$ cat src/rtl/stage_sequencer_pkg.sv
// Shared stage, stage-index and fault-cause definitions for the stage sequencer and its helpers.
package stage_sequencer_pkg;

    localparam int NUM_STAGES      = 5;
    localparam int STAGE_FETCH     = 0;
    localparam int STAGE_DECODE    = 1;
    localparam int STAGE_EXECUTE   = 2;
    localparam int STAGE_MEMORY    = 3;
    localparam int STAGE_WRITEBACK = 4;

    localparam logic [NUM_STAGES-1:0] DEFAULT_STAGE_ACTIVE = 5'b00001;

    localparam logic [1:0] FAULT_NONE     = 2'b00;
    localparam logic [1:0] FAULT_ILLEGAL  = 2'b01;
    localparam logic [1:0] FAULT_FETCH_TO = 2'b10;
    localparam logic [1:0] FAULT_MEM_TO   = 2'b11;

    // One-hot stage encoding; the all-zero code doubles as the parked FAULT state.
    typedef enum logic [NUM_STAGES-1:0] {
        ST_FAULT     = '0,
        ST_FETCH     = NUM_STAGES'(1 << STAGE_FETCH),
        ST_DECODE    = NUM_STAGES'(1 << STAGE_DECODE),
        ST_EXECUTE   = NUM_STAGES'(1 << STAGE_EXECUTE),
        ST_MEMORY    = NUM_STAGES'(1 << STAGE_MEMORY),
        ST_WRITEBACK = NUM_STAGES'(1 << STAGE_WRITEBACK)
    } stage_t;

endpackage

$ cat src/rtl/stage_sequencer_wait_timer.sv
// Bus wait counter: counts consecutive unacked request cycles and flags the cycle
// in which the allowed wait budget is used up without an ack.
module stage_wait_timer
    import stage_sequencer_pkg::*;
#(
    parameter int TIMEOUT_CYCLES = 255,
    parameter int TIMEOUT_WIDTH  = 8
) (
    input  logic clk,
    input  logic clear,
    input  logic restart,
    input  logic count_en,
    output logic expired
);

    logic [TIMEOUT_WIDTH-1:0] count;

    always_ff @(posedge clk) begin
        if (clear || restart) begin
            count <= '0;
        end else if (count_en) begin
            count <= count + TIMEOUT_WIDTH'(1);
        end
    end

    // count holds the number of earlier unacked cycles, so this is the last allowed one.
    assign expired = count_en && (count == TIMEOUT_WIDTH'(TIMEOUT_CYCLES - 1));

endmodule

$ cat src/rtl/stage_sequencer.sv
// Control FSM for the multi-cycle core: sequences FETCH/DECODE/EXECUTE/MEMORY/WRITEBACK,
// runs the bus handshakes with timeouts, parks on debug halt, latches faults and counts retirements.
module stage_sequencer
    import stage_sequencer_pkg::*;
#(
    parameter int TIMEOUT_CYCLES = 255,
    parameter int TIMEOUT_WIDTH  = 8,
    parameter int COUNT_WIDTH    = 32
) (
    input  logic                   clk,
    input  logic                   clear,
    output logic [NUM_STAGES-1:0]  stage_out,
    output logic                   fetch_req,
    input  logic                   fetch_ack,
    input  logic                   decode_mem_op,
    input  logic                   decode_fault,
    input  logic                   exec_busy,
    output logic                   mem_req,
    input  logic                   mem_ack,
    input  logic                   halt,
    output logic                   halted,
    output logic                   fault,
    output logic [1:0]             fault_cause,
    output logic                   retire,
    output logic [COUNT_WIDTH-1:0] retire_count
);

    stage_t     dff_stages;
    stage_t     next_stage;
    logic [1:0] next_cause;
    logic       mem_op;
    logic       fetch_active;
    logic       mem_active;
    logic       wait_en;
    logic       timer_restart;
    logic       timer_expired;

    // Request qualification ignores clear so the FSM sees the true handshake; outputs are masked.
    always_comb begin
        fetch_active = (dff_stages == ST_FETCH) && !halted && !fault;
        mem_active   = (dff_stages == ST_MEMORY) && !fault;
        wait_en      = (fetch_active && !fetch_ack) || (mem_active && !mem_ack);
    end

    assign fetch_req = fetch_active && !clear;
    assign mem_req   = mem_active && !clear;
    assign retire    = (dff_stages == ST_WRITEBACK) && !clear;
    assign stage_out = dff_stages;

    always_comb begin
        next_stage = dff_stages;
        next_cause = FAULT_NONE;
        unique case (dff_stages)
            ST_FETCH: begin
                if (fetch_active && fetch_ack) begin
                    next_stage = ST_DECODE;
                end else if (timer_expired) begin
                    next_stage = ST_FAULT;
                    next_cause = FAULT_FETCH_TO;
                end
            end
            ST_DECODE: begin
                if (decode_fault) begin
                    next_stage = ST_FAULT;
                    next_cause = FAULT_ILLEGAL;
                end else begin
                    next_stage = ST_EXECUTE;
                end
            end
            ST_EXECUTE: begin
                if (!exec_busy) begin
                    next_stage = mem_op ? ST_MEMORY : ST_WRITEBACK;
                end
            end
            ST_MEMORY: begin
                if (mem_active && mem_ack) begin
                    next_stage = ST_WRITEBACK;
                end else if (timer_expired) begin
                    next_stage = ST_FAULT;
                    next_cause = FAULT_MEM_TO;
                end
            end
            ST_WRITEBACK: next_stage = ST_FETCH;
            default:      next_stage = ST_FAULT;
        endcase
    end

    // Any break in an unacked request run (stage change or request drop) restarts the wait count.
    assign timer_restart = (next_stage != dff_stages) || !wait_en;

    stage_wait_timer #(
        .TIMEOUT_CYCLES (TIMEOUT_CYCLES),
        .TIMEOUT_WIDTH  (TIMEOUT_WIDTH)
    ) u_wait_timer (
        .clk      (clk),
        .clear    (clear),
        .restart  (timer_restart),
        .count_en (wait_en),
        .expired  (timer_expired)
    );

    always_ff @(posedge clk) begin
        if (clear) begin
            dff_stages   <= stage_t'(DEFAULT_STAGE_ACTIVE);
            fault        <= 1'b0;
            fault_cause  <= FAULT_NONE;
            halted       <= 1'b0;
            mem_op       <= 1'b0;
            retire_count <= '0;
        end else begin
            dff_stages <= next_stage;
            if ((next_stage == ST_FAULT) && !fault) begin
                fault       <= 1'b1;
                fault_cause <= next_cause;
            end
            if (dff_stages == ST_DECODE) begin
                mem_op <= decode_mem_op;
            end
            // A halt seen during WRITEBACK parks the core on arrival in FETCH, so no fetch leaks out.
            if (halted) begin
                halted <= halt;
            end else if (((dff_stages == ST_FETCH) && !fetch_ack) || (dff_stages == ST_WRITEBACK)) begin
                halted <= halt;
            end
            if (dff_stages == ST_WRITEBACK) begin
                retire_count <= retire_count + COUNT_WIDTH'(1);
            end
        end
    end

endmodule

$ cat config.mk
export PLATFORM = sky130hd
export DESIGN_NAME = stage_sequencer
export DESIGN_NICKNAME = d
export VERILOG_FILES = /design/src/rtl/stage_sequencer_pkg.sv /design/src/rtl/stage_sequencer_wait_timer.sv /design/src/rtl/stage_sequencer.sv
export SDC_FILE = /design/constraint.sdc
export NUM_CORES = 1
export LEC_CHECK = 0
export BUFFER_PORTS_ARGS = -buffer_cell sky130_fd_sc_hd__buf_2
export CORE_AREA = 2 2 79 81
export CTS_CLUSTER_SIZE = 24
export DETAILED_ROUTE_END_ITERATION = 6
export DIE_AREA = 0 0 81 83
export SLEW_MARGIN = 20
export SYNTH_ARGS = -nofsm -noshare
export SYNTH_HDL_FRONTEND = slang
export SYNTH_HIERARCHICAL = 1
export SYNTH_SLANG_ARGS = --single-unit
export TNS_END_PERCENT = 30
$ cat constraint.sdc
create_clock -name clk -period 7.8 [get_ports clk]
set_input_delay 0.39 -clock clk [delete_from_list [all_inputs] [get_ports clk]]
set_output_delay 0.39 -clock clk [all_outputs]
set_load 0.005 [all_outputs]
==> results of run 1 <==
worst reg2reg max path, stage by stage, from the launching register on:
cell	delay, ns
dfxtp_1	0.43
nor4_1	0.39
nand2_1	0.19
nor3_1	0.17
nor2_1	0.06
nor2_1	0.47
nand4_1	0.16
nor2_1	0.36
a21oi_1	0.11
o21ai_0	0.18
o311a_1	0.23
nand3b_1	0.12
mux2i_1	0.14
sequential cells by signal, summed over array words and instances, names as in the netlist:
name / flops
halted: 1
mem_op: 1
fault: 1
u_wait_timer/count: 8
stage_out: 5
retire_count: 32
fault_cause: 2
where the power goes:
group          switching (W)   total, W  leakage [nW]  internal [W]
combinational      0.0000211  0.0000374         0.671     0.0000163
sequential        0.00000627   0.000265         0.404      0.000259
clock              0.0000878   0.000149        0.0362     0.0000614
worst paths after layout:
path | startpoint | end | slack, ns | depth (start not counted)
min | decode_mem_op | mem_op | 0.33 | 3
max reg2reg | stage_out[4] | fault_cause[1] | 4.68 | 12
max | stage_out[4] | fault_cause[1] | 4.68 | 12
min reg2reg | fault_cause[0] | fault_cause[0] | 0.47 | 2
cell type report:
class	count	share of cell area [%]
Clock buffer	5	2.47
Clock inverter	2	0.539
Inverter	9	1.21
Multi-Input combinational cell	214	47.3
Sequential cell	50	36.0
Tap cell	75	3.37
Timing Repair Buffer	51	9.17
logic make-up after synthesis:
logic type      Yosys count
compound gates           34
xor+xnor                 30
fa+ha+maj                 3
buf+inv                  23
flops                    50
mux                       4
simple gates            143
stage by stage:
stage               util (%)  power (W)  hold slack [ns]
floorplan                  -   0.000298            0.438
global placement        46.4   0.000308            0.433
detailed placement      46.4   0.000308            0.453
CTS                     47.9   0.000457            0.323
global route            47.9   0.000476            0.333
finish                  47.9   0.000451            0.330
layout by cell type (no fill, tap or decap), drive strengths merged, types with 3 or more instances in the layout:
cell | Yosys | routed
nand4 | 12 | 12
nor2 | 41 | 41
xor2 | 19 | 19
xnor2 | 11 | 11
nor2b | 6 | 6
nand3 | 12 | 12
or3 | 10 | 10
a21oi | 12 | 12
and3 | 3 | 3
nand2b | 5 | 5
dfxtp | 50 | 50
nand2 | 16 | 16
inv | 9 | 9
and2 | 6 | 6
clkbuf | 8 | 5
nor4 | 3 | 3
buf | 6 | 51
and4 | 3 | 3
o21ai | 12 | 12
nor3b | 3 | 3
mux2i | 4 | 4
ha | 3 | 3
nor3 | 13 | 13
layer usage:
| layer | vias up | wire [microns] | GRT usage [%] |
|---|---|---|---|
| li1 | 1073 | - | - |
| met1 | 957 | 2480 | 22.0 |
| met2 | 44 | 2360 | 25.4 |
| met3 | 4 | 232 | 4.67 |
| met4 | 0 | 50 | 4.31 |
| met5 | - | 0 | 0 |
==> flow_summary.toml, run 1 <==
[timing]
hold_viol = 0
setup_viol = 0
finalSetupTns_ns = 0
rsz0062_at_grt = "no"
setup_ws_ns = 4.68
maxSlewViolCount = 0
worst_slew_pin_slew_ns = 0.844
relSlewSlack_pct = 43.8
fin_crit_sh_pct = 40.1
finClkSkew_ns = 0.0118
max_clock_freq_mhz = 320
period_needed_ns = 3.12

[cts]
post-cts-setup-buffers = 0
cts_buffer_depth = 2
cts.repair.resized = 0
clkTransAtPathRegs_ns = 0.09
clk_latency_ns = 0.31
cts.root.buffer_cell = "clkbuf_8"
cts_tree = "built"
cts.sinks = 50
htreeDepth = 2
cts_hold_buf = 0
numCtsBuffers = 5

[worst_setup_path]
path_buf_inv = 0
required_ns = 7.99
crit_family = "simple AND/OR/NAND/NOR gates"
crit_path_frequent_cell = "nor2_1"
arrival_ns = 3.32
cp-end-kind = "register"
critPathMaxFanout = 10
path_cells = "nor4_1 -> nand2_1 -> nor3_1 -> nor2_1 -> nor2_1 -> nand4_1 -> nor2_1 -> a21oi_1 -> o21ai_0 -> o311a_1 -> nand3b_1 -> mux2i_1"
cp-start-kind = "register"
crit_type = "register to register"
slowest_delay_ns = 0.47
cpMaxStageDelayCell = "nor2_1"

[finish]
layout-drive-gt1-share_pct = 19.6
seq_area_sq_um = 1000
final_area_sq_um = 2780
final_cells = 406
fill_cells = 623
fin_nets = 342
diodes = 0
multiInputGateArea_sq_um = 1320
syn2layout_area_growth_pct = 14.9

[synthesis]
ys_ff_latch = 50
synth.distinct_cells = 46
yosys-top-cells-area = "dfxtp_1, xor2_1, nor2_1"
yosys.area_share.adder_pct = 1.55
avgSynthCellArea_sq_um = 8.44
ys.flop_type = "dfxtp_1"
mappedNetlistNets = 298
synth.most_common_cell = "dfxtp_1"
synth-simple-area-share_pct = 32.1
yosysTopAreaCell = "dfxtp_1"
ys.warnings.count = 6
synth_top_family_by_area = "simple AND/OR/NAND/NOR gates"
synth_compound_area_share_pct = 8.21
synth_edf_count = 0
synth.yosys.seq_area_share_pct = 41.3
synthCells = 287
synth.top_cells.by_count = "dfxtp_1, nor2_1, xor2_1"
synthesis.area_sq_um = 2420
synthMuxAreaShare_pct = 1.65
synthArstFlopShare_pct = 0
synth_xor_area_share_pct = 10.8
yosys.area.top_type_share_pct = 41.3

[routing]
antenna_left = 0
drt_iter0_drc = 90
wl_per_cell_microns = 12.6
num_vias = 2078
drc_errors = 0
first_pass_iters = 4
wl_mm = 5.12
via_per_inst = 5.12

[placement]
place_ws_ns = 4.74
hpwl_mm = 3.74
dpl.cell_count = 399
place_congestion = 0.806
io_buffers = 51
postPlaceCellArea_sq_um = 2700

[global_route]
grt_usage_pct = 16.3
first_global_vias = 1864
antenna_found_initial = 0
grt_first_pass_wirelength_mm = 8.76
grt.overflow.total = 0
grt_max_degree = 47

[pwr]
power_density_nw_per_um2 = 162
max-vdd-ir-drop_v = 0.0000812
leakage_nw = 1.11

[die]
die_x_microns = 81
core-area_sq_um = 5820
chipHeight_microns = 83
ioPinCount = 52
start_util_pct = 41.7
rows = 28
die_area_sq_um = 6720

[run_status]
outcome = "finished clean"

[hold_path]
hp-class = "input port to register"

[flow_run]
drv_cap = 0
No activity file was read; power rests on OpenSTA's default activity.
==> inputs of run 2 (changes only) <==
PLACE_DENSITY = 0.66   (was default)
clock period = 2.6 ns   (was 7.8 ns; I/O delays follow)
==> flow_summary.toml, run 2 (synthesis gave the netlist of run 1 again) <==
[pwr]
max-vdd-ir-drop_v = 0.000238
power_density_nw_per_um2 = 513
pwr-share-clk_pct = 37.3
p_total_w = 0.00148
internal_power_w = 0.00112
leakage_nw = 1.17
switching_power_w = 0.000351
switching_share_pct = 23.8
combPwrFrac_pct = 9.4
pwr-share-seq_pct = 53.3

[worst_setup_path]
path_buf_inv = 1
crit_type = "register to register"
cp-start-kind = "register"
critPathMaxFanout = 6
crit_family = "simple AND/OR/NAND/NOR gates"
path_cells = "buf_4 -> or3_4 -> nor3_2 -> nor2_1 -> nor2_1 -> nand4_1 -> nor2_2 -> a21oi_1 -> o21ai_0 -> o311a_1 -> nand3b_1 -> mux2i_1"
cpMaxStageDelayCell = "or3_4"
crit_path_frequent_cell = "nor2_1"
slowest_delay_ns = 0.39
cp-end-kind = "register"
arrival_ns = 2.63
required_ns = 2.79

[placement]
place_congestion = 0.844
io_buffers = 51
hpwl_mm = 3.91

[cts]
cts_buffer_depth = 2
cts_tree = "built"
htreeDepth = 2
clkTransAtPathRegs_ns = 0.09
clk_latency_ns = 0.30
numCtsBuffers = 5
cts.sinks = 50
cts.root.buffer_cell = "clkbuf_8"
cts_hold_buf = 0

[timing]
relSlewSlack_pct = 58.2
max_clock_freq_mhz = 411
maxSlewViolCount = 0
fin_crit_sh_pct = 93.6
worst_slew_pin_slew_ns = 0.626
hold_viol = 0
finClkSkew_ns = 0.00740
setup_viol = 0
rsz0062_at_grt = "no"
period_needed_ns = 2.43
finalSetupTns_ns = 0

[global_route]
grt_usage_pct = 15.9
grt_max_degree = 30
antenna_found_initial = 0
grt_first_pass_wirelength_mm = 8.77
first_global_vias = 1934
grt.overflow.total = 0

[finish]
diodes = 0
final_common_cell = "buf_2"
layout-drive-gt1-share_pct = 22.1
largest_reg_flops = 32
final_cell_mix = "buf_2, dfxtp_1, nor2_1"
fin_nets = 350
fill_cells = 609
syn2layout_area_growth_pct = 18.9
regMostFlops = "retire_count"

[die]
die_area_sq_um = 6720
core-area_sq_um = 5820
start_util_pct = 41.7
die_x_microns = 81
rows = 28
ioPinCount = 52
chipHeight_microns = 83

[routing]
wl_per_cell_microns = 12.7
wl_mm = 5.28
drt_iter0_drc = 69
num_vias = 2145
drc_errors = 0
antenna_left = 0
first_pass_iters = 4
via_per_inst = 5.17

[run_status]
outcome = "finished clean"

[flow_run]
drv_cap = 0

[hold_path]
hp-class = "input port to register"
==> run 2: changes by cell type in the layout (fill, tap and decap cells not counted), sizes merged <==
| cell | delta |
|---|---|
| clkbuf | +1 |
| bufinv | +1 |
| clkinvlp | -1 |
| buf | +8 |
==> run 2: through the flow <==
step	hold slack, ns	setup WS [ns]	cells	util [%]	instance area (sq um)
2_1_floorplan	0.252	0.106	287	-	2420
3_3_place_gp	0.385	0.285	406	47.3	2750
3_5_place_dp	0.387	0.147	406	47.3	2750
4_1_cts	0.0679	0.117	414	49.2	2860
5_1_grt	0.0840	0.0178	415	49.5	2880
6_report	0.0783	0.166	415	49.5	2880
==> run 2: power by group through the flow <==
stage,registers [W],clock network [W],logic (W)
3_5_place_dp,0.000805,0,0.000133
5_1_grt,0.000789,0.000589,0.000153
4_1_cts,0.000787,0.000566,0.000134
2_1_floorplan,0.000802,0,0.0000930
6_report,0.000787,0.000550,0.000139
3_3_place_gp,0.000804,0,0.000134
==> run 2: final timing paths <==
path	start	to	slack, ns	cells past startpoint
worst max-delay path	stage_out[4]	fault_cause[1]	0.17	12
worst min-delay path	fetch_ack	stage_out[1]	0.08	2
worst max register to register	stage_out[4]	fault_cause[1]	0.17	12
worst min register to register	fault_cause[0]	fault_cause[0]	0.47	2
==> run 2: layer usage <==
metal / up-vias / global-route usage [%] / part of all wire, %
met5: - / 0 / 0
met4: 0 / 3.70 / 0.83
met3: 4 / 3.37 / 3.9
met2: 46 / 25.9 / 48
met1: 1000 / 21.4 / 48
li1: 1095 / - / -
==> run 2: final cells by class <==
type / instances / area [sq um] / area share (%)
multi-input cells: 214 / 1330 / 46.0
well taps: 75 / 93.8 / 3.26
clock inverters: 2 / 37.5 / 1.30
clock buffers: 6 / 72.6 / 2.52
flip-flops and latches: 50 / 1000 / 34.8
repair buffers: 59 / 315 / 11.0
inverters: 9 / 33.8 / 1.17
==> run 2: what timing repair did <==
action	4_1_cts	5_1_grt
endpoints found under the hold margin	0	0
setup buffers	0	1
resized for setup	0	2
endpoints found under the setup margin	0	2
==> run 2: worst reg2reg max path: stages (launching register included) <==
cell and delay, ns:
dfxtp_1 0.37, buf_4 0.18, or3_4 0.39, nor3_2 0.18, nor2_1 0.07, nor2_1 0.15, nand4_1 0.12, nor2_2 0.15
a21oi_1 0.08, o21ai_0 0.16, o311a_1 0.23, nand3b_1 0.13, mux2i_1 0.14
==> inputs of run 3 (changes only) <==
CTS_CLUSTER_SIZE = default   (was 24)
PLACE_DENSITY = default   (was 0.66)
clock period = 2.4 ns   (was 2.6 ns; I/O delays follow)
==> flow_summary.toml, run 3 (synthesis gave the netlist of run 1 again) <==
[timing]
finClkSkew_ns = 0.00863
maxSlewViolCount = 0
hold_viol = 0
fin_crit_sh_pct = 93.6
worst_slew_pin_slew_ns = 0.619
setup_viol = 0
rsz0062_at_grt = "yes"
period_needed_ns = 2.25
finalHoldWorstSlack_ns = 0.0609
max_clock_freq_mhz = 445
relSlewSlack_pct = 58.7
finalSetupTns_ns = 0
setup_ws_ns = 0.154

[worst_setup_path]
required_ns = 2.60
crit_type = "register to register"
critPathMaxFanout = 5
cp-end-kind = "register"
cp-start-kind = "register"
r2r_slack_ns = 0.15
reg2reg_depth = 11
reg2reg_to = "fault_cause[1]"
r2r_start = "stage_out[4]"
arrival_ns = 2.44
crit_start = "stage_out[4]"

[global_route]
grt_usage_pct = 16.9
first_global_vias = 1973
grt_max_degree = 36
grt_first_pass_wirelength_mm = 9.16
antenna_found_initial = 0
grt.overflow.total = 0

[hold_path]
hp-class = "input port to register"
worstHoldStart = "decode_mem_op"
hold_end = "mem_op"
whs_path_depth = 3

[die]
ioPinCount = 52
die_area_sq_um = 6720
start_util_pct = 41.7
chipHeight_microns = 83
die_x_microns = 81
core-area_sq_um = 5820
rows = 28

[finish]
layout-drive-gt1-share_pct = 25.1
diodes = 0
syn2layout_area_growth_pct = 21.3
regMostFlops = "retire_count"
final_area_sq_um = 2940
final_cell_mix = "buf_2, dfxtp_1, nor2_1"
final_core_util_pct = 50.5
final_common_cell = "buf_2"
largest_reg_flops = 32
fin_nets = 357

[routing]
via_per_inst = 5.14
num_vias = 2170
wl_per_cell_microns = 12.7
drc_errors = 0
antenna_left = 0
wl_mm = 5.35
drt_iter0_drc = 84
first_pass_iters = 4

[cts]
cts_buffer_depth = 2
htreeDepth = 2
clk_latency_ns = 0.31
cts_hold_buf = 0
cts_tree = "built"
cts.sinks = 50
numCtsBuffers = 5
clkTransAtPathRegs_ns = 0.09
cts.root.buffer_cell = "clkbuf_8"

[placement]
place_congestion = 0.941
hpwl_mm = 3.94
postPlaceCellArea_sq_um = 2800
io_buffers = 51
place_ws_ns = 0.0602

[pwr]
leakage_nw = 1.21
max-vdd-ir-drop_v = 0.000256
power_density_nw_per_um2 = 516

[run_status]
outcome = "finished clean"

[flow_run]
drv_cap = 0
## run 3: power breakdown
part	switching [W]	leakage, nW	internal [W]
Combinational	0.0000886	0.760	0.0000753
Clock	0.000294	0.0441	0.000205
Sequential	0.0000106	0.405	0.000841
Total	0.000394	1.21	0.00112
## run 3: critical path, cell delays in order, from the launching register on
cell and delay (ns):
dfxtp_2 0.36, or3_4 0.41, nor3_4 0.17, nor2_1 0.06, nor2_1 0.13, nand4_1 0.15, nor2_4 0.16, a21oi_1 0.08
o21ai_1 0.13, o311a_1 0.23, nand3b_1 0.12, mux2i_1 0.13
## run 3: per-layer routing
| metal | GRT usage [%] | vias up | part of all wire [%] |
|---|---|---|---|
| met5 | 0 | - | 0 |
| met4 | 6.78 | 0 | 2.5 |
| met3 | 3.91 | 11 | 5.5 |
| met2 | 24.9 | 66 | 45 |
| met1 | 23.7 | 996 | 47 |
| li1 | - | 1097 | - |
## run 3: worst max-delay path by stage
| stage | depth (start not counted) | end | slack (ns) |
|---|---|---|---|
| after global routing | 11 | fault_cause[1] | -0.06 |
| final | 11 | fault_cause[1] | 0.15 |
| after CTS | 11 | fault_cause[1] | 0.04 |
| after global placement | 11 | fault_cause[1] | 0.14 |
| after floorplan | 14 | fault_cause[1] | 0.003 |
| after detailed placement | 11 | fault_cause[1] | 0.06 |
## run 3: metrics by stage
step,total power (W),cells
3_5_place_dp,0.00103,411
2_1_floorplan,0.000970,287
4_1_cts,0.00153,419
5_1_grt,0.00159,422
3_3_place_gp,0.00103,411
6_report,0.00151,422
## run 3: final cells by class
type	instances	area, sq um
Sequential cell	50	1000
Inverter	9	33.8
Clock inverter	3	21.3
Fill cell	593	2880
Clock buffer	5	68.8
Multi-Input combinational cell	214	1350
Tap cell	75	93.8
Timing Repair Buffer	66	368
## run 3: what timing repair did
action / 4_1_cts / 5_1_grt
resized for setup: 0 / 8
setup endpoints to repair: 0 / 4
setup buffers: 0 / 3
